==> config.mk <==
export PLATFORM = sky130hd
export DESIGN_NAME = cand_scanner
export DESIGN_NICKNAME = d
export VERILOG_FILES = /design/src/rtl/cand_scanner_pkg.sv /design/src/rtl/code_pri.sv /design/src/rtl/cand_scanner.sv
export SDC_FILE = /design/constraint.sdc
export NUM_CORES = 1
export LEC_CHECK = 0
export ABC_AREA = 1
export CAP_MARGIN = 20
export CORE_ASPECT_RATIO = 1.75
export CORE_UTILIZATION = 49
export CTS_BUF_LIST = sky130_fd_sc_hd__clkbuf_16
export DETAILED_ROUTE_END_ITERATION = 12
export PLACE_DENSITY = 0.84
export SLEW_MARGIN = 10
export SYNTH_ARGS = -nofsm -noshare
export SYNTH_HDL_FRONTEND = slang
export SYNTH_SLANG_ARGS = --single-unit
==> constraint.sdc <==
create_clock -name clk -period 2.2 [get_ports clk]
set_clock_uncertainty 0.2 [all_clocks]
set_input_delay 0.44 -clock clk [delete_from_list [all_inputs] [get_ports clk]]
set_output_delay 0.44 -clock clk [all_outputs]
set_load 0.02 [all_outputs]
==> src/rtl/cand_scanner_pkg.sv <==
// Shared types and widths for the candidate scanner and its bitmap memory.
// Default geometry matches the 14x14 candidate board.
package cand_scanner_pkg;

  localparam int ROW_W = 4;
  localparam int COL_W = 4;

  localparam int DEF_NUM_ELEMENTS = 14;
  localparam int DEF_NUM_ROWS     = 14;

  typedef enum logic [2:0] {
    IDLE  = 3'd0,
    FETCH = 3'd1,
    LOAD  = 3'd2,
    SCAN  = 3'd3,
    DONE  = 3'd4
  } state_t;

endpackage

==> src/rtl/code_pri.sv <==
// Leftmost-first priority encoder: column 0 is leftmost and wins.
// active flags any set bit; index is 0 when nothing is set.
module code_pri
  import cand_scanner_pkg::*;
#(
  parameter int num_elements = DEF_NUM_ELEMENTS
) (
  input  logic [num_elements-1:0] code,
  output logic                    active,
  output logic [COL_W-1:0]        leftmost_element
);

  always_comb begin
    active = |code;
    leftmost_element = '0;
    for (int i = num_elements - 1; i >= 0; i--) begin
      if (code[i]) leftmost_element = COL_W'(i);
    end
  end

endmodule

==> src/rtl/cand_scanner.sv <==
// Walks the candidate bitmap row by row and streams each set bit as (row, col).
// Define CAND_SCANNER_COUNT_EN to add the saturating cand_count output.
module cand_scanner
  import cand_scanner_pkg::*;
#(
  parameter int NUM_ELEMENTS = DEF_NUM_ELEMENTS,
  parameter int NUM_ROWS     = DEF_NUM_ROWS
) (
  input  logic                    clk,
  input  logic                    rst_n,
  input  logic                    start,
  output logic                    busy,
  output logic                    done,
  output logic                    rd_en,
  output logic [ROW_W-1:0]        rd_addr,
  input  logic [NUM_ELEMENTS-1:0] rd_data,
  output logic                    cand_valid,
  input  logic                    cand_ready,
  output logic [ROW_W-1:0]        cand_row,
  output logic [COL_W-1:0]        cand_col
`ifdef CAND_SCANNER_COUNT_EN
  ,
  output logic [7:0]              cand_count
`endif
);

  localparam logic [ROW_W-1:0] LAST_ROW = ROW_W'(NUM_ROWS - 1);

  state_t                  state, state_n;
  logic [ROW_W-1:0]        row, row_n;
  logic [NUM_ELEMENTS-1:0] mask, mask_n;
  logic                    active;
  logic [COL_W-1:0]        col;

  code_pri #(
    .num_elements(NUM_ELEMENTS)
  ) u_pri (
    .code            (mask),
    .active          (active),
    .leftmost_element(col)
  );

  assign rd_addr  = row;
  assign cand_row = row;
  assign cand_col = col;

  always_ff @(posedge clk or negedge rst_n) begin
    if (!rst_n) begin
      state <= IDLE;
      row   <= '0;
      mask  <= '0;
    end else begin
      state <= state_n;
      row   <= row_n;
      mask  <= mask_n;
    end
  end

  always_comb begin
    state_n    = state;
    row_n      = row;
    mask_n     = mask;
    rd_en      = 1'b0;
    done       = 1'b0;
    cand_valid = 1'b0;
    busy       = (state != IDLE);
    unique case (state)
      IDLE: begin
        if (start) begin
          row_n   = '0;
          state_n = FETCH;
        end
      end
      FETCH: begin
        rd_en   = 1'b1;
        state_n = LOAD;
      end
      LOAD: begin
        mask_n  = rd_data;
        state_n = SCAN;
      end
      SCAN: begin
        if (active) begin
          cand_valid = 1'b1;
          if (cand_ready)
            mask_n = mask & ~(NUM_ELEMENTS'(1) << col);
        end else if (row == LAST_ROW) begin
          state_n = DONE;
        end else begin
          row_n   = row + 1'b1;
          state_n = FETCH;
        end
      end
      DONE: begin
        done    = 1'b1;
        state_n = IDLE;
      end
      default: state_n = IDLE;
    endcase
  end

`ifdef CAND_SCANNER_COUNT_EN
  logic hs;
  assign hs = cand_valid & cand_ready;

  always_ff @(posedge clk or negedge rst_n) begin
    if (!rst_n)
      cand_count <= '0;
    else if (state == IDLE && start)
      cand_count <= '0;
    else if (hs && cand_count != 8'hFF)
      cand_count <= cand_count + 1'b1;
  end
`endif

endmodule

# [Word-level counts from Yosys, hierarchy flattened]
# Cells that the tools add are included.
[totals] output_inout_bits=16 latchBits=0 wordCells=54 regBits=21 memories=0 mem_bits_rw=0 mem_bits_ro=0
[classes] n_bitwise=2 mux=29 addsub=1 reduce_logical=8 magnitude_cmp=0 eq_ne=10 mul=0 n_shift=1 div_mod_pow=0
[op_table] op="$mux 4" count=17
[op_table] op="$mux 14" count=2
[op_table] op="$pmux 14 s2" count=1
[op_table] op="$and 14x14->14" count=1
[op_table] op="$not 14->14" count=1
[op_table] op="$reduce_or 14->1" count=1
[op_table] op="$shl 1x4->14 const A" count=1
[op_table] op="$pmux 3 s4" count=1
[op_table] op="$ne 2x2->1 const B" count=5
[op_table] op="$mux 3" count=3
[op_table] op="$pmux 4 s2" count=1
[op_table] op="$eq 3x2->1 const B" count=2
[op_table] op="$add 4x1->4 const B" count=1
[op_table] op="$eq 4x4->1 const B" count=1
[op_table] op="$mux 1" count=4
[op_table] op="$reduce_and 4->1" count=1
[op_table] op="$reduce_bool 2->1" count=2
[op_table] op="$eq 3x1->1 const B" count=1
[op_table] op="$eq 3x3->1 const B" count=1
[op_table] op="$logic_not 3->1" count=1
[op_table] op="$reduce_and 3->1" count=1
[op_table] op="$reduce_bool 3->1" count=1
[op_table] op="$reduce_and 2->1" count=1

# [Depth between registers and ports, before layout]
# Gate-level depths: netlist of the first run.
[depth] word_depth=20 depth_mapped=18

# [Cells and area by module]
# A second synthesis of the first run with hierarchy kept.
[hier_totals] cells_unflattened=221 area_unflattened_um2=1487.7
[modules_own_cells] module="cand_scanner" n_inst=1 area_per_inst_um2=1282.5 cells_per_inst=181
[modules_own_cells] module="code_pri" n_inst=1 area_per_inst_um2=205.2 cells_per_inst=40

# [Least setup slack after synthesis of the first run]
# OpenSTA, ideal clock, no wires.
[synth_path] path_kind="reg2out" start="register mask[12]" end="output cand_col[0]" path_slack_ns=0.193 t_required_ns=1.560 n_path_buf=0 arrival_time_ns=1.367 path_stages_with_launch=14 path_cell_list="dfrtp_1 > inv_1 > nand2_1 > nand2_1 > nand2_1 > nand2_1 > nand2_1 > nand2_1 > nand2_1 > nand2_1 > nand2_1 > nand2_1 > nand2_1 > a21oi_1"
[synth_between] elab_chain_len=13
[synth_lines] item="start, declared" line_no="cand_scanner.sv:31" source="logic [NUM_ELEMENTS-1:0] mask, mask_n;"
[synth_lines] item="start signal, assigned" line_no="cand_scanner.sv:55" source="mask <= mask_n;"
[synth_lines] item="$mux 4 (13 in series)" line_no="code_pri.sv:17" source="if (code[i]) leftmost_element = COL_W'(i);"
[synth_lines] item="end, declared" line_no="cand_scanner.sv:20" source="output logic [COL_W-1:0] cand_col"
# Every way passes these cells.

# [Final worst setup path of the first run]
[layout_path] start="register mask[8]" end="register mask[3]"
[layout_between] elab_chain_len=15 elab_cells_between_ends=18 classes_between="1 x eq/ne; 1 x shift; 12 x mux; 2 x bitwise; 2 x reduce/logical"
[layout_lines] item="$mux 4 (9 in series)" line_no="code_pri.sv:17"
[layout_lines] item="$shl 1x4->14" line_no="cand_scanner.sv:86" source="mask_n = mask & ~(NUM_ELEMENTS'(1) << col);"
[layout_lines] item="$not 14->14" line_no="cand_scanner.sv:86"
[layout_lines] item="$and 14x14->14" line_no="cand_scanner.sv:86"
[layout_lines] item="$mux 14" line_no="cand_scanner.sv:85" source="if (cand_ready)"
[layout_lines] item="$mux 14" line_no="cand_scanner.sv:83" source="if (active) begin"
[layout_lines] item="$pmux 14 s2" line_no="cand_scanner.sv:67" source="unique case (state)"
# Parallel ways exist; a longest one is shown, timed or not. The select of a mux whose other input is x is not followed.
# A chain may end at the register's enable or synchronous reset.

==> results of run 1 <==
[final cells by class]
| type | instances | area [sq um] | share of cell area, % |
|---|---|---|---|
| Timing Repair Buffer | 62 | 548 | 26.6 |
| Clock buffer | 3 | 75.1 | 3.65 |
| Clock inverter | 1 | 3.75 | 0.182 |
| Inverter | 27 | 106 | 5.17 |
| Sequential cell | 21 | 526 | 25.5 |
| Tap cell | 27 | 33.8 | 1.64 |
| Multi-Input combinational cell | 136 | 766 | 37.2 |
[layout by cell type (no fill, tap or decap), types with 2 or more instances in the layout]
cell type / count
inv_2: 10
buf_4: 27
clkbuf_16: 4
nand2_1: 30
nor2_4: 2
o21ai_4: 2
nand3_1: 10
nand2_4: 2
nor2_2: 3
buf_6: 2
clkdlybuf4s50_1: 26
a22oi_1: 6
nand4_1: 6
nand2_2: 7
buf_2: 3
dlygate4sd2_1: 2
nor2_1: 27
a21oi_1: 21
dfrtp_1: 21
inv_1: 17
o21ai_0: 4
o21ai_1: 2
ha_1: 2
[metal layers]
layer	routed length (um)	part of all wire (%)	up-vias
li1	-	-	737
met1	1460	37	725
met2	2210	56	62
met3	184	4.7	9
met4	83	2.1	0
met5	0	0	-
[cell usage after synthesis (all sizes together)]
| cell | instances | area (sq um) |
|---|---|---|
| nor2 | 32 | 123 |
| a31oi | 1 | 12.5 |
| clkinv | 1 | 8.76 |
| nand2 | 39 | 164 |
| ha | 2 | 25.0 |
| inv | 26 | 97.6 |
| nand4 | 6 | 37.5 |
| buf | 6 | 40.0 |
| nand3b | 1 | 7.51 |
| mux2i | 1 | 10.0 |
| a22oi | 6 | 45.0 |
| o21bai | 1 | 7.51 |
| xor2 | 1 | 8.76 |
| nor3 | 3 | 31.3 |
| clkbuf | 2 | 7.51 |
| o22ai | 1 | 6.26 |
| nand3 | 11 | 55.1 |
| dfrtp | 21 | 526 |
| a21oi | 22 | 110 |
| o21ai | 9 | 60.1 |
[power by group]
part,internal (mW),switching (mW),leakage (nW)
sequential,0.588,0.178,0.245
combinational,1.02,1.29,0.703
clock,0.242,0.139,0.0423
total,1.85,1.61,0.990
[worst max-delay path by stage]
| stage | startpoint | end | slack (ns) | cells past startpoint |
|---|---|---|---|---|
| floorplan | mask[12] | cand_col[0] | 0.19 | 13 |
| global placement | mask[12] | cand_col[0] | -0.20 | 14 |
| detailed placement | mask[12] | cand_col[0] | -0.20 | 14 |
| CTS | mask[12] | cand_col[0] | -0.006 | 14 |
| global route | mask[12] | cand_col[0] | -0.17 | 14 |
| finish | mask[8] | mask[3] | -0.06 | 11 |
[worst max-delay path: stages, from the launching register on]
cell,delay [ns]
dfrtp_1,0.40
nor2_2,0.21
o21ai_1,0.10
nand3_1,0.07
nand3_1,0.11
a31oi_2,0.20
buf_4,0.19
inv_2,0.05
nor2_1,0.18
nand2_1,0.13
o21ai_0,0.20
a22oi_1,0.10
[sequential cells by signal, indices dropped and copies added (netlist names)]
name	cells
cand_row	4
mask	14
state	3
[through the flow]
stage	cell area [sq um]	power [mW]	hold slack [ns]	setup slack, ns	std cells
final	2060	3.46	0.333	-0.0604	277
after global routing	2060	3.70	0.363	-0.168	277
after CTS	1930	3.14	0.328	-0.00598	267
after detailed placement	1850	2.76	0.316	-0.204	263
after global placement	1850	2.70	0.309	-0.199	263
after floorplan	1380	1.99	-0.0556	0.193	192
[kinds of logic after synthesis]
group | after synthesis | synth area share, %
adders and majority gates | 2 | 1.81
muxes | 1 | 0.724
buffers and inverters | 35 | 11.1
DFF | 21 | 38.0
and+or+nand+nor | 92 | 30.2
AOI/OAI and AO/OA | 40 | 17.5
xor gates and xnor gates | 1 | 0.634
[repair_timing]
| item | in CTS | in global routing |
|---|---|---|
| hold buffers | 0 | 0 |
| endpoints found under the setup margin | 9 | 15 |
| buffers inserted | 0 | 9 |
| pin swaps | 1 | 12 |
| cloned | 0 | 1 |
| resized for setup | 26 | 21 |
==> summary.txt, run 1 <==
Max-Cap Viols: 0
grt total ovfl: 0
number of CTS-inserted buffers: 3
Initial Util: 51.4%
deepest clock path buffer count: 2
routing usage on met3: 2.49%
Setup Crit Path Kind: reg -> reg
overall die width: 42.2 um
Leakage: 0.990 nW
Post-Syn Area: 0.00138 sq mm
GR peak layer: met2
Synth-to-Final Area Change: 48.9%
Max-slew headroom: 81.2%
initial antenna violation count: 0
Die ar.: 0.00305 sq mm
Critical Path Source Type: flop
CP max FO: 6
root buf cell: clkbuf_16
worst-margin pin slew: 0.283 ns
IO Count: 34
CP arrival: 2.19 ns
status: finished with violations
die height: 72.3 um
final setup TNS: -0.162 ns
Row Count: 25
Seq/Total Area, Yosys: 38.0%
met2 Resource Use GR: 48.8%
H-tree levels: 1
GRT Total Usage: 24.8%
TritonCTS clock tree: done
FMAX: 0.442 GHz
DPL Wire Length: 2580 um
Synth Register Bits: 21
min-delay worst type: in -> async
min Tclk post-route: 2.26 ns
Synth cell types: 30
share of layout cells above drive strength 1: 28.0%
RSZ-0062 raised after global routing: yes
CTS sink count: 21
Initial DRT Pass Iterations: 5
synth warn: 0
Port-buffer cells: 33
FF-to-FF setup slack: -0.06 ns
Crit. End Element: flop
# diodes: 0
post-route ant nets: 0
Synth Instances: 192
Reg2Reg Launch Point: mask[8]
filler instances: 207
Worst-path clk slew: 0.06 ns
setup ws final: -0.0604 ns
Starting DRT DRC Count: 87
failing checks: setup timing
met1 Use GR: 26.0%
DRC violations left: 0
vias in the first global route: 1,443
DR WL/cell: 14.2 um
largest net degree at the start of global routing: 24
nets@finish: 271
CP required: 2.13 ns
synthesized net count: 212
Syn Area/Cell: 7.20 sq um
Worst R2R End: mask[3]
Cell Pwr Density: 1680 mW/mm^2
count of pins over their slew limit: 0
Routability Congestion: 0.878
Hold Vio Cnt, Final: 0
FF-to-FF path depth: 11
maximum vdd ir drop: 0.921 mV
CORE AREA: 0.00269 sq mm
global-route wire length before repair: 5870 um
clk_lat worst skew: 0.25 ns
endpoints failing setup: 6
Util after Layout: 76.5%
Final period util: 103%
Via density: 5.53
via count: 1,533
Post-Route WL: 3940 um
Note: power is estimated with default switching activity, not from simulation.
==> inputs of run 2 (changes only) <==
Settings changed: PLACE_DENSITY 0.84 to 0.88.
==> summary.txt, run 2 (synthesis gave the netlist of run 1 again) <==
status: finished with violations (unchanged)
failing checks: setup timing (unchanged)
Final period util: 101% (was 103%)
Critical Path Source Type: flop (unchanged)
Die ar.: 0.00305 sq mm (unchanged)
FF-to-FF setup slack: 0.04 ns (was -0.06 ns)
CP required: 1.56 ns (was 2.13 ns)
Worst-path clk slew: 0.06 ns (about the same)
endpoints failing setup: 1 (was 6)
Port-buffer cells: 33 (unchanged)
Routability Congestion: 0.892 (was 0.878)
min-delay worst type: in -> async (unchanged)
root buf cell: clkbuf_16 (unchanged)
count of pins over their slew limit: 0 (unchanged)
deepest clock path buffer count: 2 (unchanged)
CP endpoint: cand_col[0] (was mask[3])
RSZ-0062 raised after global routing: yes (unchanged)
CTS sink count: 21 (unchanged)
DR WL/cell: 13.9 um (was 14.2 um)
CORE AREA: 0.00269 sq mm (unchanged)
Inst Count DP: 262 (was 263)
most frequent cells in the layout: nand2_1 (33), nor2_1 (28), clkdlybuf4s50_1 (25), buf_4 (25) (was nand2_1 (30), nor2_1 (27), buf_4 (27))
Initial Util: 51.4% (unchanged)
Max-slew headroom: 80.7% (was 81.2%)
fin cells: 274 (was 277)
grt total ovfl: 0 (unchanged)
FMAX: 0.448 GHz (was 0.442 GHz)
Reg2Reg Launch Point: mask[1] (was mask[8])
FF-to-FF path depth: 13 (was 11)
min Tclk post-route: 2.23 ns (was 2.26 ns)
share of layout cells above drive strength 1: 25.1% (was 28.0%)
worst-margin pin slew: 0.290 ns (was 0.283 ns)
Max-Cap Viols: 0 (unchanged)
overall die width: 42.2 um (unchanged)
total power after layout: 3.31 mW (was 3.46 mW)
Hold Vio Cnt, Final: 0 (unchanged)
# diodes: 0 (unchanged)
CP startpoint: mask[12] (was mask[8])
CP arrival: 1.59 ns (was 2.19 ns)
clk_lat worst skew: 0.26 ns (was 0.25 ns)
GRT Total Usage: 25.6% (was 24.8%)
max FFs per register: 14 (unchanged)
post-route ant nets: 0 (unchanged)
Initial DRT Pass Iterations: 4 (was 5)
nets@finish: 268 (was 271)
initial antenna violation count: 0 (unchanged)
TritonCTS clock tree: done (unchanged)
Leakage: 0.983 nW (was 0.990 nW)
global-route wire length before repair: 6090 um (was 5870 um)
via count: 1,525 (was 1,533)
H-tree levels: 1 (unchanged)
Cell Pwr Density: 1650 mW/mm^2 (was 1680 mW/mm^2)
setup ws final: -0.0320 ns (was -0.0604 ns)
Util after Layout: 74.7% (was 76.5%)
Worst R2R End: cand_row[3] (was mask[3])
Setup Crit Path Kind: reg -> out (was reg -> reg)
DPL Wire Length: 2640 um (was 2580 um)
commonest non-fill, non-tap cell in the layout: nand2_1 (unchanged)
number of CTS-inserted buffers: 3 (unchanged)
DRC violations left: 0 (unchanged)
Post-Route WL: 3800 um (was 3940 um)
IO Count: 34 (unchanged)
Synth-to-Final Area Change: 45.3% (was 48.9%)
Via density: 5.57 (was 5.53)
Crit. End Element: primary output (was flop)
Row Count: 25 (unchanged)
Post-CTS Hold Buffers: 0 (unchanged)
maximum vdd ir drop: 1.19 mV (was 0.921 mV)
Starting DRT DRC Count: 56 (was 87)
largest net degree at the start of global routing: 24 (unchanged)
Top reg by flops: mask (unchanged)
die height: 72.3 um (unchanged)
vias in the first global route: 1,501 (was 1,443)
CP max FO: 2 (was 6)
run 2: cell count changes in the layout (fill, tap and decap cells not counted), moves of 2 or more:
cell	delta
buf_4	-2
nand2_2	-3
o21ai_1	+2
nand2_1	+3
run 2: area by class of cell:
cell class              instances  area, sq um
inverters                      27          106
fillers                       196          681
flip-flops and latches         21          526
clock inverters                 1         5.00
multi-input cells             136          744
well taps                      27         33.8
clock buffers                   3         75.1
repair buffers                 59          519
run 2: layer usage:
metal	wire (um)	global-route usage, %	up-vias
met5	0	0	-
met4	77	9.72	0
met3	178	2.99	9
met2	2180	52.1	66
met1	1370	25.2	712
li1	-	-	738
run 2: what timing repair did:
| action | in CTS | in global routing |
|---|---|---|
| pin swaps | 0 | 3 |
| setup endpoints to repair | 8 | 14 |
| resized for setup | 24 | 16 |
| buffers inserted | 0 | 8 |
| endpoints found under the hold margin | 0 | 0 |
run 2: how the worst min path moves through the flow:
stage                             end  cells past startpoint    start
final                        mask[10]                      2    rst_n
after global routing         mask[10]                      2    rst_n
after CTS                     mask[5]                      2  mask[5]
after detailed placement      mask[5]                      2  mask[5]
after global placement        mask[5]                      2  mask[5]
after floorplan           cand_row[0]                      0    rst_n
run 2: critical path, cell delays in order (launching register included):
cell and delay (ns):
dfrtp_1 0.38, inv_2 0.06, nand2_1 0.05, nand2_1 0.05, nand2_1 0.05, nand2_1 0.05
nand2_1 0.04, nand2_1 0.05, nand2_1 0.05, nand2_1 0.05, nand2_1 0.05, nand2_1 0.07
nand2_2 0.06, a21oi_2 0.16, buf_4 0.16
run 2: metrics by stage:
stage	setup TNS [ns]	hold WS (ns)	setup WS, ns	area, sq um
after floorplan	0	-0.0556	0.193	1380
after global placement	-0.347	0.311	-0.187	1850
after detailed placement	-0.416	0.319	-0.214	1850
after CTS	-0.0490	0.333	-0.0490	1930
after global routing	-0.402	0.360	-0.147	2010
final	-0.0320	0.333	-0.0320	2010
run 2: where the power goes:
| group | internal, mW | total, mW | leakage, nW | switching, mW |
|---|---|---|---|---|
| registers | 0.587 | 0.759 | 0.245 | 0.171 |
| clock network | 0.244 | 0.391 | 0.0409 | 0.147 |
| logic | 0.935 | 2.16 | 0.697 | 1.23 |
| total | 1.77 | 3.31 | 0.983 | 1.55 |
==> inputs of run 3 (changes only) <==
Settings changed: TNS_END_PERCENT set to 10.
==> summary.txt, run 3 (synthesis gave the netlist of run 1 again) <==
largest net degree at the start of global routing: 24 (unchanged)
failing checks: setup timing (unchanged)
total power after layout: 3.15 mW (was 3.31 mW)
setup ws final: -0.0345 ns (was -0.0320 ns)
grt total ovfl: 0 (unchanged)
Initial Util: 51.4% (unchanged)
via count: 1,476 (was 1,525)
vias in the first global route: 1,501 (unchanged)
# diodes: 0 (unchanged)
dpl cell area: 0.00185 sq mm (unchanged)
FMAX: 0.448 GHz (about the same)
CP max FO: 2 (unchanged)
most frequent cells in the layout: nand2_1 (33), nor2_1 (28), clkdlybuf4s50_1 (25) (was nand2_1 (33), nor2_1 (28), clkdlybuf4s50_1 (25), buf_4 (25))
Max-Cap Viols: 0 (unchanged)
CP required: 1.56 ns (about the same)
TritonCTS clock tree: done (unchanged)
nets@finish: 260 (was 268)
commonest non-fill, non-tap cell in the layout: nand2_1 (unchanged)
GRT Total Usage: 25.6% (unchanged)
Synth-to-Final Area Change: 39.7% (was 45.3%)
DR WL/cell: 13.3 um (was 13.9 um)
max FFs per register: 14 (unchanged)
Routability Congestion: 0.892 (unchanged)
global-route wire length before repair: 6090 um (unchanged)
Post-Route WL: 3530 um (was 3800 um)
CORE AREA: 0.00269 sq mm (unchanged)
Leakage: 0.942 nW (was 0.983 nW)
Top reg by flops: mask (unchanged)
Starting DRT DRC Count: 54 (was 56)
Setup Crit Path Kind: reg -> out (unchanged)
Crit. End Element: primary output (unchanged)
Post-CTS Setup Inserts: 0 (unchanged)
Max stage delay cell, worst path: dfrtp_1 (unchanged)
Die ar.: 0.00305 sq mm (unchanged)
count of pins over their slew limit: 0 (unchanged)
worst slack at placement: -0.214 ns (unchanged)
Inst Count DP: 262 (unchanged)
hold_ws: 0.325 ns (was 0.333 ns)
Max-slew headroom: 80.5% (was 80.7%)
Design Area, Final: 0.00193 sq mm (was 0.00201 sq mm)
status: finished with violations (unchanged)
initial antenna violation count: 0 (unchanged)
Cell Pwr Density: 1630 mW/mm^2 (was 1650 mW/mm^2)
DRC violations left: 0 (unchanged)
worst-margin pin slew: 0.293 ns (was 0.290 ns)
Hold Vio Cnt, Final: 0 (unchanged)
Final period util: 102% (was 101%)
maximum vdd ir drop: 1.16 mV (was 1.19 mV)
fin cells: 266 (was 274)
CP peak stage delay: 0.38 ns (about the same)
CP arrival: 1.59 ns (about the same)
die height: 72.3 um (unchanged)
clk_lat worst skew: 0.26 ns (about the same)
Critical Path Source Type: flop (unchanged)
min Tclk post-route: 2.23 ns (about the same)
Worst-path clk slew: 0.06 ns (about the same)
min-delay worst type: in -> async (unchanged)
H-tree levels: 1 (unchanged)
post-route ant nets: 0 (unchanged)
number of CTS-inserted buffers: 3 (unchanged)
deepest clock path buffer count: 2 (unchanged)
RSZ-0062 raised after global routing: yes (unchanged)
Port-buffer cells: 33 (unchanged)
endpoints failing setup: 1 (unchanged)
DPL Wire Length: 2640 um (unchanged)
root buf cell: clkbuf_16 (unchanged)
IO Count: 34 (unchanged)
Via density: 5.55 (was 5.57)
CTS sink count: 21 (unchanged)
Util after Layout: 71.8% (was 74.7%)
Row Count: 25 (unchanged)
share of layout cells above drive strength 1: 21.8% (was 25.1%)
crit-path cells: inv_2 -> nand2_1 -> nand2_1 -> nand2_1 -> nand2_1 -> nand2_1 -> nand2_1 -> nand2_1 -> nand2_1 -> nand2_1 -> nand2_1 -> nand2_2 -> a21oi_2 -> buf_4 (unchanged)
final setup TNS: -0.0345 ns (was -0.0320 ns)
Initial DRT Pass Iterations: 4 (unchanged)
most frequent CP cell: nand2_1 (unchanged)
overall die width: 42.2 um (unchanged)
-- run 3: cell type report --
cell class,instances,area [sq um]
clock inverter,1,5.00
clock buffer,3,75.1
inverter,27,106
fill,216,758
multi-input combinational,136,727
tap,27,33.8
timing repair buffer,51,459
sequential,21,526
-- run 3: critical path, delay by kind of cell, from the launching register on --
kind            cells  cell delay, ns
flops               1            0.38
buf+inv             2            0.22
compound gates      1            0.15
simple gates       11            0.56
-- run 3: metal layers --
layer	track usage, %	part of all wire, %
met5	0	0
met4	9.72	1.7
met3	2.99	3.2
met2	52.1	58
met1	25.2	37
-- run 3: final timing paths --
kind                          start          end  slack [ns]  cells after the start
max                        mask[12]  cand_col[0]       -0.03                     14
min                           rst_n     mask[10]        0.33                      2
max reg2reg                mask[12]  cand_row[3]        0.07                     12
min reg2reg                 mask[5]      mask[5]        0.33                      2
max in group asynchronous     rst_n      mask[7]        1.24                      2
min in group clk            mask[5]      mask[5]        0.33                      2
-- run 3: repair_timing --
item | in CTS | in global routing
pin swaps | 0 | 0
gates resized for setup | 24 | 11
hold buffers | 0 | 0
endpoints found under the setup margin | 8 | 19
-- run 3: power breakdown --
group	internal, mW	total [mW]	switching [mW]
sequential	0.587	0.757	0.170
clock	0.244	0.388	0.144
combinational	0.840	2.00	1.16
total	1.67	3.15	1.48
